## config.mk

```make
export PLATFORM = sky130hd
export DESIGN_NAME = alu_issue_flat
export DESIGN_NICKNAME = d
export VERILOG_FILES = /design/src/rtl/alu_issue_if.sv /design/src/rtl/alu_issue.sv /design/src/flat_wrapper.sv
export SDC_FILE = /design/constraint.sdc
export NUM_CORES = 1
export LEC_CHECK = 0
export CAP_MARGIN = 20
export CORE_MARGIN = 8
export CORE_UTILIZATION = 45
export DETAILED_ROUTE_END_ITERATION = 6
export PLACE_DENSITY = 0.62
export SLEW_MARGIN = 5
export SYNTH_ARGS = -nofsm -noshare
export SYNTH_HDL_FRONTEND = slang
export SYNTH_SLANG_ARGS = --single-unit
```

## constraint.sdc

```tcl
create_clock -name clk -period 2.86 [get_ports clk]
set_input_delay 0.429 -clock clk [delete_from_list [all_inputs] [get_ports clk]]
set_output_delay 0.429 -clock clk [all_outputs]
set_load 0.03 [all_outputs]
```

## src/rtl/alu_issue_if.sv

```systemverilog
// Fetch-to-issue handshake plus the issue stage's operand/instruction bus to the ALU.
// The issue stage uses the master modport; the fetch queue / ALU side uses slave.
interface alu_issue_if;
  logic        fetch_valid;
  logic [15:0] fetch_instr;
  logic        fetch_ready;
  logic [15:0] alu_instr;
  logic [15:0] alu_rs1_data;
  logic [15:0] alu_rs2_data;
  logic        issue_valid;
  logic [15:0] alu_out;
  logic [1:0]  alu_status;
  logic [15:0] alu_ex_instr;

  modport master (
    input  fetch_valid, fetch_instr, alu_out, alu_status, alu_ex_instr,
    output fetch_ready, alu_instr, alu_rs1_data, alu_rs2_data, issue_valid
  );

  modport slave (
    output fetch_valid, fetch_instr, alu_out, alu_status, alu_ex_instr,
    input  fetch_ready, alu_instr, alu_rs1_data, alu_rs2_data, issue_valid
  );
endinterface

```

## src/rtl/alu_issue.sv

```systemverilog
// Issue stage for the 3-stage ALU/multiplier: regfile, RAW forwarding, multiply stall + watchdog.
// Optional macro ALU_ISSUE_PERF_EN adds o_perf_issued / o_perf_stall counters.
module alu_issue #(
  parameter int MUL_LAT = 3,
  parameter int NREGS   = 16
) (
  input  logic        clk,
  input  logic        rst_n,
  alu_issue_if.master bus,
  input  logic [3:0]  i_dbg_raddr,
  output logic [15:0] o_dbg_rdata,
  output logic        o_busy,
  output logic        o_illegal,
  output logic        o_mul_err
`ifdef ALU_ISSUE_PERF_EN
  ,
  output logic [31:0] o_perf_issued,
  output logic [31:0] o_perf_stall
`endif
);

  typedef enum logic {ST_RUN, ST_MUL_WAIT} state_t;

  localparam int WD_W = $clog2(MUL_LAT + 2);
  // Counter starts at 0 in the first wait cycle, so this value marks wait cycle MUL_LAT+2.
  localparam logic [WD_W-1:0] WD_LAST = WD_W'(MUL_LAT + 1);

  state_t           r_state;
  logic [WD_W-1:0]  r_wd_cnt;
  logic [15:0]      r_regs [NREGS];
  logic [15:0]      r_alu_instr;
  logic [15:0]      r_rs1_data;
  logic [15:0]      r_rs2_data;
  logic             r_issue_valid;
  logic             r_illegal;
  logic             r_mul_err;

  logic [3:0]  w_op;
  logic        w_issue_mul;
  logic        w_sc_we;
  logic        w_mul_done;
  logic        w_wd_fire;
  logic        w_wb_en;
  logic [3:0]  w_wb_addr;
  logic        w_fetch_ready;
  logic        w_accept;
  logic [3:0]  w_rs1_addr;
  logic [3:0]  w_rs2_addr;
  logic [15:0] w_rs1_fwd;
  logic [15:0] w_rs2_fwd;
  logic        w_unused;

  assign w_op        = r_alu_instr[15:12];
  assign w_issue_mul = r_issue_valid && (w_op == 4'h5);
  assign w_sc_we     = r_issue_valid && ((w_op <= 4'h4) || ((w_op >= 4'h6) && (w_op <= 4'hC)));
  assign w_mul_done  = (r_state == ST_MUL_WAIT) && (bus.alu_ex_instr[15:12] == 4'h5);
  assign w_wd_fire   = (r_state == ST_MUL_WAIT) && !w_mul_done && (r_wd_cnt == WD_LAST);

  // Single-cycle writeback and multiply completion never coincide: issue is blocked in MUL_WAIT.
  assign w_wb_en   = w_sc_we || w_mul_done;
  assign w_wb_addr = w_mul_done ? bus.alu_ex_instr[11:8] : r_alu_instr[11:8];

  assign w_fetch_ready = (r_state == ST_RUN) ? !w_issue_mul : w_mul_done;
  assign w_accept      = bus.fetch_valid && w_fetch_ready;

  assign w_rs1_addr = bus.fetch_instr[3:0];
  assign w_rs2_addr = bus.fetch_instr[7:4];
  assign w_rs1_fwd  = (w_wb_en && (w_wb_addr == w_rs1_addr)) ? bus.alu_out : r_regs[w_rs1_addr];
  assign w_rs2_fwd  = (w_wb_en && (w_wb_addr == w_rs2_addr)) ? bus.alu_out : r_regs[w_rs2_addr];

  always_ff @(posedge clk or negedge rst_n) begin
    if (!rst_n) begin
      r_state       <= ST_RUN;
      r_wd_cnt      <= '0;
      r_alu_instr   <= 16'h0000;
      r_rs1_data    <= 16'h0000;
      r_rs2_data    <= 16'h0000;
      r_issue_valid <= 1'b0;
      r_illegal     <= 1'b0;
      r_mul_err     <= 1'b0;
      for (int i = 0; i < NREGS; i++) begin
        r_regs[i] <= 16'h0000;
      end
    end else begin
      if (w_wb_en) begin
        r_regs[w_wb_addr] <= bus.alu_out;
      end

      if (w_accept) begin
        r_alu_instr   <= bus.fetch_instr;
        r_rs1_data    <= w_rs1_fwd;
        r_rs2_data    <= w_rs2_fwd;
        r_issue_valid <= 1'b1;
        if (bus.fetch_instr[15:12] >= 4'hD) begin
          r_illegal <= 1'b1;
        end
      end else begin
        r_alu_instr   <= 16'h0000;
        r_rs1_data    <= 16'h0000;
        r_rs2_data    <= 16'h0000;
        r_issue_valid <= 1'b0;
      end

      case (r_state)
        ST_RUN: begin
          if (w_issue_mul) begin
            r_state  <= ST_MUL_WAIT;
            r_wd_cnt <= '0;
          end
        end
        ST_MUL_WAIT: begin
          if (w_mul_done) begin
            r_state <= ST_RUN;
          end else if (w_wd_fire) begin
            r_state   <= ST_RUN;
            r_mul_err <= 1'b1;
          end else begin
            r_wd_cnt <= r_wd_cnt + WD_W'(1);
          end
        end
        default: r_state <= ST_RUN;
      endcase
    end
  end

`ifdef ALU_ISSUE_PERF_EN
  logic [31:0] r_perf_issued;
  logic [31:0] r_perf_stall;

  always_ff @(posedge clk or negedge rst_n) begin
    if (!rst_n) begin
      r_perf_issued <= 32'd0;
      r_perf_stall  <= 32'd0;
    end else begin
      if (w_accept) begin
        r_perf_issued <= r_perf_issued + 32'd1;
      end
      if (bus.fetch_valid && !w_fetch_ready) begin
        r_perf_stall <= r_perf_stall + 32'd1;
      end
    end
  end

  assign o_perf_issued = r_perf_issued;
  assign o_perf_stall  = r_perf_stall;
`endif

  assign bus.fetch_ready  = w_fetch_ready;
  assign bus.alu_instr    = r_alu_instr;
  assign bus.alu_rs1_data = r_rs1_data;
  assign bus.alu_rs2_data = r_rs2_data;
  assign bus.issue_valid  = r_issue_valid;

  assign o_busy      = (r_state == ST_MUL_WAIT) || w_issue_mul;
  assign o_illegal   = r_illegal;
  assign o_mul_err   = r_mul_err;
  assign o_dbg_rdata = r_regs[i_dbg_raddr];

  // The multiplier's status and the low bits of its departing instruction carry nothing we need.
  assign w_unused = ^{bus.alu_status, bus.alu_ex_instr[7:0]};

endmodule
```

## src/flat_wrapper.sv

```systemverilog
// flat-port wrapper written by rule: the top's interface ports become plain ports
module alu_issue_flat 
#(
  parameter int MUL_LAT = 3,
  parameter int NREGS   = 16
)
  (clk, rst_n, i_dbg_raddr, o_dbg_rdata, o_busy, o_illegal, o_mul_err, bus_fetch_valid, bus_fetch_instr, bus_alu_out, bus_alu_status, bus_alu_ex_instr, bus_fetch_ready, bus_alu_instr, bus_alu_rs1_data, bus_alu_rs2_data, bus_issue_valid);
  alu_issue_if bus_i ();
  input  logic clk;
  input  logic rst_n;
  input  logic [3:0] i_dbg_raddr;
  output logic [15:0] o_dbg_rdata;
  output logic o_busy;
  output logic o_illegal;
  output logic o_mul_err;
  input wire logic [$bits(bus_i.fetch_valid)-1:0] bus_fetch_valid;
  input wire logic [$bits(bus_i.fetch_instr)-1:0] bus_fetch_instr;
  input wire logic [$bits(bus_i.alu_out)-1:0] bus_alu_out;
  input wire logic [$bits(bus_i.alu_status)-1:0] bus_alu_status;
  input wire logic [$bits(bus_i.alu_ex_instr)-1:0] bus_alu_ex_instr;
  output wire logic [$bits(bus_i.fetch_ready)-1:0] bus_fetch_ready;
  output wire logic [$bits(bus_i.alu_instr)-1:0] bus_alu_instr;
  output wire logic [$bits(bus_i.alu_rs1_data)-1:0] bus_alu_rs1_data;
  output wire logic [$bits(bus_i.alu_rs2_data)-1:0] bus_alu_rs2_data;
  output wire logic [$bits(bus_i.issue_valid)-1:0] bus_issue_valid;
  assign bus_i.fetch_valid = bus_fetch_valid;
  assign bus_i.fetch_instr = bus_fetch_instr;
  assign bus_i.alu_out = bus_alu_out;
  assign bus_i.alu_status = bus_alu_status;
  assign bus_i.alu_ex_instr = bus_alu_ex_instr;
  assign bus_fetch_ready = bus_i.fetch_ready;
  assign bus_alu_instr = bus_i.alu_instr;
  assign bus_alu_rs1_data = bus_i.alu_rs1_data;
  assign bus_alu_rs2_data = bus_i.alu_rs2_data;
  assign bus_issue_valid = bus_i.issue_valid;
  alu_issue #(.MUL_LAT(MUL_LAT), .NREGS(NREGS)) u_core (.clk(clk), .rst_n(rst_n), .bus(bus_i), .i_dbg_raddr(i_dbg_raddr), .o_dbg_rdata(o_dbg_rdata), .o_busy(o_busy), .o_illegal(o_illegal), .o_mul_err(o_mul_err));
endmodule
```

After elaboration in Yosys (flattened, before gate mapping)
Index checks and enable logic that the tools add are counted.

operators by class
  eq/ne operators = 8
  add/sub/neg operators = 1
  reductions and logical operators = 18
  bitwise gates (word level) = 6
  magnitude comparators = 9
  mux-type cells = 28

operators by type and width
  operator             count
  $bwmux 256           1
  $bmux 16 s4          3
  $mux 16              12
  $demux 16 s4         1
  $ge 5x5->1 const B   4
  $not 4->5            4
  $logic_and 1x1->1    10
  $mux 3               3
  $eq 4x3->1 const B   2
  $eq 4x4->1           2
  $pmux 3 s2           1
  $reduce_and 3->1     2
  $lt 5x1->1 const B   1
  $mux 1               5
  $ge 4x3->1 const B   1
  $ge 4x4->1 const B   1
  $le 4x3->1 const B   1
  $le 4x4->1 const B   1
  $mux 4               1
  $ne 2x2->1 const B   2
  $add 3x1->3 const B  1
  $eq 3x3->1 const B   1
  $logic_or 1x1->1     3
  $logic_not 1->1      2
  other kinds (4)      5

storage, ports and cells
  register bits = 311
  word-level logic and storage cells = 94
  output and inout port bits = 69
  input bits = 57

Depth between registers and ports, before layout
Gate-level depths: netlist of run 1.

  depth in word-level cells = 9
  gate-level depth with buffers = 9
  depth with buffers taken out = 6

Worst setup path after synthesis of run 1
No wires, ideal clock.

  path type = input-to-output
  from = input i_dbg_raddr[0]
  to = output o_dbg_rdata[0]
  arrival time = 2.219 ns
  stages on the path = 4
  data required time = 2.431 ns
  path buffers = 2
  slack = 0.212 ns
  cell sequence = clkbuf_1 > buf_2 > mux4_2 > mux4_2

on the way
  longest elaborated chain between the ends = 4

ends and longest elaborated chain
  element                                      line                RTL
  from (decl)                                  flat_wrapper.sv:11  input logic [3:0] i_dbg_raddr;
  $not 4->5 (implied by the code)              alu_issue.sv:157    assign o_dbg_rdata = r_regs[i_dbg_raddr];
  $bmux 16 s4                                  alu_issue.sv:157
  $mux 16 (implied by the code) (2 in series)  alu_issue.sv:157
  to (decl)                                    flat_wrapper.sv:12  output logic [15:0] o_dbg_rdata;

Every way passes these cells. The select of a mux whose other input is x is not followed.

Final worst setup path of run 1
  from = input i_dbg_raddr[0]
  to = output o_dbg_rdata[6]

The elaborated chain is that of the path after synthesis.

==> results of run 1 <==
## cell families after synthesis
group / after synthesis / share of synthesized area
DFF: 311 / 0.431
adders and majority gates: 2 / 0.00138
muxes: 500 / 0.461
xor gates and xnor gates: 1 / 0.000485
buffers and inverters: 118 / 0.0320
AOI/OAI and AO/OA: 98 / 0.0364
and+or+nand+nor: 109 / 0.0377
## worst max-delay path, cell delays in order
cell and delay [ns]:
buf_4 0.20, buf_4 0.31, mux4_2 0.56, mux4_2 0.56
buf_4 0.20
## state kept, by name, summed over array words and instances (netlist names)
| register | cells |
|---|---|
| u_core.bus.alu_instr | 16 |
| u_core.bus.alu_rs1_data | 16 |
| u_core.bus.alu_rs2_data | 16 |
| u_core.bus.issue_valid | 1 |
| u_core.o_illegal | 1 |
| u_core.o_mul_err | 1 |
| u_core.r_regs | 256 |
| u_core.r_state | 1 |
| u_core.r_wd_cnt | 3 |
## placed cells by master, fill, tap and decap left out, types with 3 or more instances in the layout
master / instances
inv_1: 9
buf_2: 4
nand3_1: 36
a21oi_1: 10
mux2_1: 64
clkinv_2: 3
nand2_2: 13
dfrtp_1: 311
buf_12: 58
clkbuf_8: 7
clkdlybuf4s50_1: 89
a21boi_1: 32
nor2_1: 4
nor3_1: 3
nand2_1: 10
buf_4: 47
mux2_2: 195
and2_1: 16
clkbuf_1: 8
o21ai_1: 23
o21ai_0: 11
nand3b_1: 4
nand2b_1: 3
clkinvlp_4: 3
clkbuf_16: 37
a32o_1: 3
mux4_2: 240
## metal layers
| layer | up-vias | GRT usage | wire length, um |
|---|---|---|---|
| met3 | 92 | 0.0468 | 3610 |
| met1 | 6379 | 0.320 | 22900 |
| met2 | 427 | 0.362 | 25400 |
| met4 | 0 | 0.0699 | 1430 |
| li1 | 4836 | - | - |
| met5 | - | 0 | 0 |
## final cells by class
type	count	area, sq um	area share
Inverter	9	33.8	0.00155
Multi-Input combinational cell	710	9710	0.446
Timing Repair Buffer	200	2450	0.112
Tap cell	525	657	0.0302
Clock inverter	10	93.8	0.00431
Antenna cell	2	5.00	0.000230
Sequential cell	311	7780	0.357
Clock buffer	52	1050	0.0483
## per-stage QoR
stage,instances,instance area (sq um)
floorplan,1139,18100
global placement,1754,20600
detailed placement,1754,20600
CTS,1817,21800
global route,1817,21800
finish,1819,21800
## power groups by stage
stage	clock [mW]	combinational, mW	sequential, mW
after global routing	4.77	7.11	7.55
after floorplan	0	4.51	7.21
after global placement	0	6.62	7.21
after detailed placement	0	6.72	7.34
final	4.50	6.72	7.32
after CTS	4.59	6.76	7.27
## synthesized netlist by cell type (all sizes together)
cell type  number  share of area
and3b           1        0.00048
and4bb          1        0.00069
and2           16         0.0055
buf            65          0.021
nor4            5         0.0037
nor2b           2        0.00069
ha              2         0.0014
a22o            1        0.00048
a21boi         32          0.013
o31ai           2        0.00083
xor2            1        0.00048
a211oi          1        0.00042
dfrtp         311           0.43
o211ai          1        0.00042
o2111a          1        0.00069
clkbuf         44         0.0092
mux4          240           0.30
a211o           1        0.00048
nand4bb         1        0.00062
a22oi           2        0.00083
o21a            2        0.00083
nand3          37          0.011
nor3            3        0.00083
nor2            8         0.0028
or4             2        0.00083
a2bb2oi         2        0.00097
o22ai           1        0.00035
mux2          259           0.16
and3            3         0.0013
o2111ai         1        0.00083
a41o            1        0.00055
o21ai          35         0.0099
nand2          23         0.0066
mux2i           1        0.00076
inv             9         0.0019
a32o            3         0.0017
a21oi          10         0.0028
a221o           2         0.0011
nand3b          4         0.0017
nand2b          3         0.0010
## final timing paths
path | slack [ns] | to | startpoint | depth (start not counted)
max | 0.17 | o_dbg_rdata[6] | i_dbg_raddr[0] | 5
min | 0.33 | u_core.bus.alu_instr[4]$_DFF_PN0_ | bus_fetch_instr[4] | 2
max reg2reg | 0.37 | u_core.bus.alu_rs1_data[2]$_DFF_PN0_ | u_core.bus.alu_instr[13]$_DFF_PN0_ | 6
min reg2reg | 0.46 | u_core.o_illegal$_DFFE_PN0P_ | u_core.o_illegal$_DFFE_PN0P_ | 1
max in group asynchronous | 1.60 | u_core.r_regs[39]$_DFFE_PN0P_ | rst_n | 3
min in group asynchronous | 0.46 | u_core.r_regs[49]$_DFFE_PN0P_ | rst_n | 2
==> impl_metrics.yaml, run 1 <==
timing:
  skew_ns: 0.0176
  setup_tns_ns: 0
  rsz0062_at_grt: "false"
  worst_slew_pin_slew_ns: 0.878
  hold_slack_ns: 0.330
  finalCriticalPeriod_ns: 2.69
  fmax_mhz: 371
  fin_ws_ns: 0.165
  period_share: 0.942
  slew_headroom: 0.415
  setup_viol: 0
  hold_viol: 0
  drv_slew: 0
floorplan:
  die_w_um: 216
  die_area_sq_um: 46800
  coreArea_sq_um: 39700
  pin_count: 126
  die_h_um: 216
  initial_core_util: 0.455
  row_count: 73
route:
  drtAntennaViolNets: 0
  viasPerCell: 6.45
  drc_errors: 0
  first_iter_violations: 1007
  routed_wl_mm: 53.3
  wl_per_cell_um: 29.3
  first_pass_iters: 5
  vias: 11734
global_route:
  grt_max_degree: 66
  antenna_found_initial: 1
  globalRouteOverflowTotal: 0
  grt_pass1_vias: 12408
  grt_pass1_wl_mm: 81.4
  grt_util_all_layers: 0.230
layout:
  nNetsFinal: 1327
  final_util: 0.548
  fillers: 3151
  drive_above_1_share: 0.484
  area_growth_pct: 20.6
logic_synthesis:
  netlist_area_sq_um: 18100
  ys_seq_area_frac: 0.431
  synth.distinct_cells: 54
  syn-num-nets: 1198
  synth_seq_cells: 311
  syn_area_per_cell_sq_um: 15.9
  synthCells: 1139
  synth_warnings: 0
placement:
  place_congestion: 0.829
  place_ws_ns: 0.0420
  io_buffers: 115
  dp_hpwl_mm: 36.1
worst_setup_path:
  end_kind: "primary output"
  worstSetupPathType: "input pin to primary output"
  critical_path_peak_fanout: 12
  critPathLaunchType: "input pin"
  worst_ep_required_time_ns: 2.43
  critPathArrivalTime_ns: 2.27
clock_tree:
  numCtsBuffers: 36
  numClockSinks: 311
  path_clk_slew_ns: 0.05
  cts_max_level: 2
  cts_resized: 0
  clock_latency_ns: 0.54
  cts_setup_buffers: 0
  cts_tree: "done"
  cts_root_buf: "clkbuf_16"
  cts_hold_buf: 1
  clk_path_buf_depth: 3
power:
  p_switching_mw: 5.85
  intPower_mw: 12.7
  ir_worst_vdd_mv: 0.430
  finalPower_mw: 18.5
  clkPwrFrac: 0.243
  pwr-share-seq: 0.395
  cellPowerDensity_nw_per_um2: 851
  leakagePower_nw: 9.04
  p_sw_frac: 0.316
  combPwrFrac: 0.363
outcome:
  status: "complete, no violations"
min_path:
  min_path_type: "input pin to flip-flop"
job:
  drv_cap: 0
Note: power is estimated with default switching activity, not from simulation.
==> run 2: changes to the inputs <==
--- a/config.mk
+++ b/config.mk
@@ -10,6 +10,7 @@
 export CORE_UTILIZATION = 45
 export DETAILED_ROUTE_END_ITERATION = 6
 export PLACE_DENSITY = 0.62
+export SKIP_LAST_GASP = 1
 export SLEW_MARGIN = 5
 export SYNTH_ARGS = -nofsm -noshare
 export SYNTH_HDL_FRONTEND = slang
==> results of run 2 <==
No change in the layout: final DEF, timing and power equal those of run 1.
==> RTL edit 1: new RTL, flow settings as in run 2 <==
`NREGS` is set to 16 in 2 places; all go to 32.
--- a/src/rtl/alu_issue.sv
+++ b/src/rtl/alu_issue.sv
@@ -2,7 +2,7 @@
 // Optional macro ALU_ISSUE_PERF_EN adds o_perf_issued / o_perf_stall counters.
 module alu_issue #(
   parameter int MUL_LAT = 3,
-  parameter int NREGS   = 16
+  parameter int NREGS   = 32
 ) (
   input  logic        clk,
   input  logic        rst_n,
--- a/src/flat_wrapper.sv
+++ b/src/flat_wrapper.sv
@@ -2,7 +2,7 @@
 module alu_issue_flat 
 #(
   parameter int MUL_LAT = 3,
-  parameter int NREGS   = 16
+  parameter int NREGS   = 32
 )
   (clk, rst_n, i_dbg_raddr, o_dbg_rdata, o_busy, o_illegal, o_mul_err, bus_fetch_valid, bus_fetch_instr, bus_alu_out, bus_alu_status, bus_alu_ex_instr, bus_fetch_ready, bus_alu_instr, bus_alu_rs1_data, bus_alu_rs2_data, bus_issue_valid);
   alu_issue_if bus_i ();
Behaviour: no difference found for any inputs over 4 cycles, from zero or initial values and one cycle with rst_n low; that may be too few to reach the edited logic, so the function may still have changed.
==> RTL edit 1 against run 2 <==
  * Worst hold slack better by 18 ps
  * Final area up 3.7%
  * Power up 5.3%
  * Synthesized area up 4.3%
  * Sequential cell count unchanged
  * Worst setup slack worse by 10 ps
  * Wire length up 3.1%
  * Synthesized cell count down 0.26%
  * Register-to-register slack better by 110 ps
  * Highest routed layer unchanged
==> RTL edit 1: results (changes against run 2) <==
run_status:
  status: "finished, final reports clean"  # unchanged
global_route:
  grt_usage_pct: 23.21  # was 22.96%
  grt_antenna_before_repair: 0  # was 1
  grt_pass1_vias: 12415  # was 12408
  grt_max_degree: 86  # was 66
  grt_pass1_wl_um: 83370  # was 81440 um
timing:
  slew_headroom_pct: 50.15  # was 41.45%
  skew_ps: 19.54  # was 17.60 ps
  clock.fmax_ghz: 0.3697  # was 0.3711 GHz
setup_path:
  cp-startpoint: "u_core.bus.alu_instr[15]$_DFF_PN0_"  # was i_dbg_raddr[0]
  endpoint: "o_busy"  # was o_dbg_rdata[6]
  worstReg2RegEnd: "u_core.bus.alu_rs1_data[14]$_DFF_PN0_"  # was u_core.bus.alu_rs1_data[2]$_DFF_PN0_
  cpMaxStageDelayCell: "clkdlybuf4s50_1"  # was mux4_2
  r2r_setup_slack_ps: 480  # was 370 ps
  cpPeakStageDelay_ps: 690  # was 560 ps
  r2r_cells: 8  # was 6
  cp_max_fo: 3  # was 12
yosys:
  ys_top_cells_by_count: "dfrtp_1, mux4_2, mux2_4"  # was dfrtp_1, mux4_2, mux2_2
  synth-seq-area-share_pct: 41.31  # was 43.07%
  ys_top_cells_by_area: "dfrtp_1, mux4_2, mux2_4"  # was dfrtp_1, mux4_2, mux2_2
  syn_nets: 1195  # was 1198
  syn_inst: 1136  # was 1139
  yosys.cell_types.count: 56  # was 54
placed_design:
  dp_hpwl_um: 36040  # was 36060 um
  gp_congestion: 0.8198  # was 0.8286
  pre_cts_ws_ps: 68.13  # was 41.97 ps
  dpl_cell_area_um2: 21280  # was 20620 um^2
cells_and_area:
  n_antenna_cell: 0  # was 2
  final_nets: 1331  # was 1327
  final_cells: 1838  # was 1819
  drive_above_1_share_pct: 53.81  # was 48.37%
route:
  drt_wl_total_um: 54940  # was 53270 um
  viasPerCell: 6.428  # was 6.451
  drtAntennaViolNets: 0  # unchanged
  drt-initial-drc-count: 935  # was 1007
  drtPass1Iterations: 5  # unchanged
power:
  p_leak_nw: 9.773  # was 9.041 nW
  peakVddDrop_mv: 0.3572  # was 0.4299 mV
clock_network:
  cts_buffer_depth: 3  # unchanged
  cts_buffers: 37  # was 36
  clkLatencyLatePin_ps: 550
-- RTL edit 1: final cells by class --
cell class	count	area, um^2
multi-input combinational	711	10370
clock inverter	11	138.9
sequential	311	7782
tap	539	674.4
fill	3374	19070
clock buffer	55	1166
timing repair buffer	204	2442
inverter	7	26.28
-- RTL edit 1: worst max-delay path, delay by kind of cell (launching register included) --
kind / cells / cell delay, ps
and+or+nand+nor: 1 / 390
DFF: 1 / 390
buffers and inverters: 2 / 780
AOI/OAI and AO/OA: 1 / 180
-- RTL edit 1: kinds of logic after synthesis --
group / Yosys count / share of synthesized area [%]
AOI/OAI and AO/OA: 99 / 3.892
and+or+nand+nor: 108 / 3.806
xor gates and xnor gates: 1 / 0.04650
DFF: 311 / 41.31
muxes: 501 / 47.11
buffers and inverters: 114 / 3.700
adders and majority gates: 2 / 0.1328
-- RTL edit 1: metrics by stage --
stage	hold slack, ps	utilization (%)
after CTS	324.0	54.23
after detailed placement	454.7	51.08
final	348.2	54.23
after floorplan	133.4	-
after global routing	344.1	54.23
after global placement	454.6	51.08
-- RTL edit 1: worst min-delay path by stage --
stage,from,endpoint,slack (ps),cells after the start
after global routing,bus_fetch_instr[6],u_core.bus.alu_instr[6]$_DFF_PN0_,340,2
final,bus_fetch_instr[6],u_core.bus.alu_instr[6]$_DFF_PN0_,350,2
after detailed placement,u_core.o_mul_err$_DFFE_PN0P_,u_core.o_mul_err$_DFFE_PN0P_,450,1
after CTS,bus_fetch_instr[6],u_core.bus.alu_instr[6]$_DFF_PN0_,320,2
after floorplan,rst_n,u_core.bus.alu_instr[0]$_DFF_PN0_,130,0
after global placement,u_core.o_illegal$_DFFE_PN0P_,u_core.o_illegal$_DFFE_PN0P_,450,1
-- RTL edit 1: power breakdown --
part           switching, W  internal (W)  leakage [nW]
sequential          0.00145       0.00593          4.07
clock               0.00192       0.00309         0.644
combinational       0.00264       0.00451          5.06
-- RTL edit 1: timing repair --
item,4_1_cts,5_1_grt
gates resized for setup,0,0
hold buffers,1,0
hold endpoints to repair,77,0
-- RTL edit 1: routing by layer --
layer  up-vias  GRT usage (%)  wire, um
li1       4829              -         -
met1      6363          30.91     22400
met2       501          37.45     26640
met3       121          4.688      3873
met4         0          8.715      2021
met5         -              0         0
==> RTL edit 2: new RTL, flow settings as in run 2 <==
Without the edit above. Register the output `o_dbg_rdata`; this adds one clock of latency there. The other outputs are not delayed to match.
--- a/src/rtl/alu_issue.sv
+++ b/src/rtl/alu_issue.sv
@@ -154,7 +154,9 @@
   assign o_busy      = (r_state == ST_MUL_WAIT) || w_issue_mul;
   assign o_illegal   = r_illegal;
   assign o_mul_err   = r_mul_err;
-  assign o_dbg_rdata = r_regs[i_dbg_raddr];
+  always_ff @(posedge clk) begin
+    o_dbg_rdata <= r_regs[i_dbg_raddr];
+  end
 
   // The multiplier's status and the low bits of its departing instruction carry nothing we need.
   assign w_unused = ^{bus.alu_status, bus.alu_ex_instr[7:0]};
Behaviour: not the same (Yosys sat finds a counterexample within 4 cycles, from zero or initial values and one cycle with rst_n low).
==> RTL edit 2 against run 2 <==
  * Global-route usage increased by 0.12 points
  * Wire length increased by 2.0%
  * Register-to-register slack improved by 30 ps
  * Worst setup slack improved by 8.5 ps
  * Sequential cell count increased by 16
  * Synthesized area increased by 1.7%
  * Final area increased by 1.5%
  * Power increased by 2.0%
  * Clock skew increased by 2.2 ps
==> RTL edit 2: results (changes against run 2) <==
run_status:
  status: "finished, final reports clean"  # unchanged
route:
  drt-initial-drc-count: 1014  # was 1007
  num_vias: 11994  # was 11734
  drtPass1Iterations: 5  # unchanged
  routedWlPerCell_um: 29.16  # was 29.29 um
power:
  switching_share_pct: 30.83  # was 31.56%
  p_leak_nw: 9.161  # was 9.041 nW
  peakVddDrop_mv: 0.4327  # was 0.4299 mV
min_path:
  hold_class: "in2async"  # was in2reg
clock_network:
  cts_buffers: 37  # was 36
  cts_resized: 0  # unchanged
  htreeDepth: 2  # unchanged
  clk_pin_slew_ps: 60
  cts_buffer_depth: 3  # unchanged
  clkLatencyLatePin_ps: 540  # about the same
  root_buffer: "clkbuf_16"  # unchanged
cells_and_area:
  drive_above_1_share_pct: 51.28  # was 48.37%
  largest_register_ffs: 256  # unchanged
  n_antenna_cell: 0  # was 2
  top_register: "u_core.r_regs"  # unchanged
  fillers: 3274  # was 3151
  final_nets: 1364  # was 1327
setup_path:
  cp_top_family: "buffers and inverters"  # was multiplexers
  r2r-start: "u_core.bus.alu_instr[13]$_DFF_PN0_"  # unchanged
  cpMaxStageDelayCell: "clkdlybuf4s50_1"  # was mux4_2
  cp_max_fo: 11  # was 12
  cp-startpoint: "u_core.r_state$_DFF_PN0_"  # was i_dbg_raddr[0]
  cpPeakStageDelay_ps: 600  # was 560 ps
  cp.arrival_ps: 2260
timing:
  final_hold_viol_count: 0  # unchanged
  skew_ps: 19.83  # was 17.60 ps
  worstMarginPinSlew_ps: 862.4  # was 878.2 ps
placed_design:
  dpl_cell_area_um2: 20920  # was 20620 um^2
  port_buffers: 115  # unchanged
  dp_hpwl_um: 35290  # was 36060 um
  gp_congestion: 0.8212  # was 0.8286
yosys:
  ys_top_cells_by_area: "dfrtp_1, mux4_2, mux2_2"  # unchanged
  async_flop_share_pct: 95.11  # was 100.0%
  yosys.area.top_type_share_pct: 42.34  # was 43.07%
  yosysWarningCount: 0  # unchanged
  yosys.cell_types.count: 57  # was 54
  syn_nets: 1223  # was 1198
  ys_top_cells_by_count: "dfrtp_1, mux2_2, mux4_2"  # was dfrtp_1, mux4_2, mux2_2
  synth-seq-area-share_pct: 44.08  # was 43.07%
global_route:
  grt_max_degree: 65  # was 66
  grt_usage_pct: 23.09  # was 22.96%
  grt_antenna_before_repair: 0  # was 1
  grt_pass1_wl_um: 81920  # was 81440 um
RTL edit 2: worst paths after layout:
path	to	slack [ps]	cells past startpoint
max	o_busy	170	4
min	u_core.r_wd_cnt[0]$_DFFE_PN0P_	410	2
max reg2reg	u_core.r_regs[255]$_DFFE_PN0P_	400	7
min reg2reg	u_core.o_illegal$_DFFE_PN0P_	460	1
max in group asynchronous	u_core.r_regs[81]$_DFFE_PN0P_	1600	3
min in group clk	u_core.o_illegal$_DFFE_PN0P_	460	1
RTL edit 2: cell families after synthesis:
group / after synthesis / share of synthesized area, %
adders and majority gates: 2 / 0.1361
muxes: 497 / 45.15
DFF: 327 / 44.08
buffers and inverters: 118 / 3.118
AOI/OAI and AO/OA: 100 / 3.696
xor gates and xnor gates: 1 / 0.04766
and+or+nand+nor: 119 / 3.765
RTL edit 2: worst register-to-register path: stages (launching register included):
cell and delay, ps:
dfrtp_1 380, mux2_2 350, a21boi_1 300, nor2b_1 230, a22oi_1 230, nor2_2 270, buf_12 220, mux2_2 350
RTL edit 2: power by group through the flow:
stage | clock network (W) | registers, W | logic, W
3_3_place_gp | 0 | 0.00757 | 0.00647
3_5_place_dp | 0 | 0.00769 | 0.00657
6_report | 0.00467 | 0.00769 | 0.00656
4_1_cts | 0.00477 | 0.00763 | 0.00660
2_1_floorplan | 0 | 0.00773 | 0.00431
5_1_grt | 0.00495 | 0.00792 | 0.00695
RTL edit 2: timing repair:
action | in CTS | in global routing
setup endpoints to repair | 0 | 0
buffers inserted | 0 | 0
hold endpoints to repair | 51 | 0
hold buffers | 1 | 0
RTL edit 2: area by class of cell:
cell class | instances | area, um^2 | share of cell area (%)
multi-input cells | 719 | 9732 | 44.03
flip-flops and latches | 327 | 8103 | 36.66
repair buffers | 215 | 2410 | 10.90
clock buffers | 57 | 1071 | 4.846
well taps | 532 | 665.6 | 3.012
clock inverters | 9 | 102.6 | 0.4642
inverters | 5 | 18.77 | 0.08491
RTL edit 2: stage by stage:
| stage | utilization, % | std cells | total power (W) | TNS, ps | worst slack, ps |
|---|---|---|---|---|---|
| 6_report | 54.50 | 1864 | 0.01892 | 0 | 173.6 |
| 5_1_grt | 54.50 | 1864 | 0.01982 | 0 | 72.78 |
| 4_1_cts | 54.50 | 1864 | 0.01900 | 0 | 141.9 |
| 3_5_place_dp | 51.58 | 1797 | 0.01427 | -7915 | -172.3 |
| 3_3_place_gp | 51.58 | 1797 | 0.01404 | -4489 | -112.3 |
| 2_1_floorplan | - | 1164 | 0.01204 | 0 | 354.3 |
RTL edit 2: metal layers:
metal	track usage, %	wire length (um)	vias to the layer above
li1	-	-	4941
met1	31.36	22590	6469
met2	36.95	26230	475
met3	4.300	3671	109
met4	8.330	1861	0
met5	0	0	-
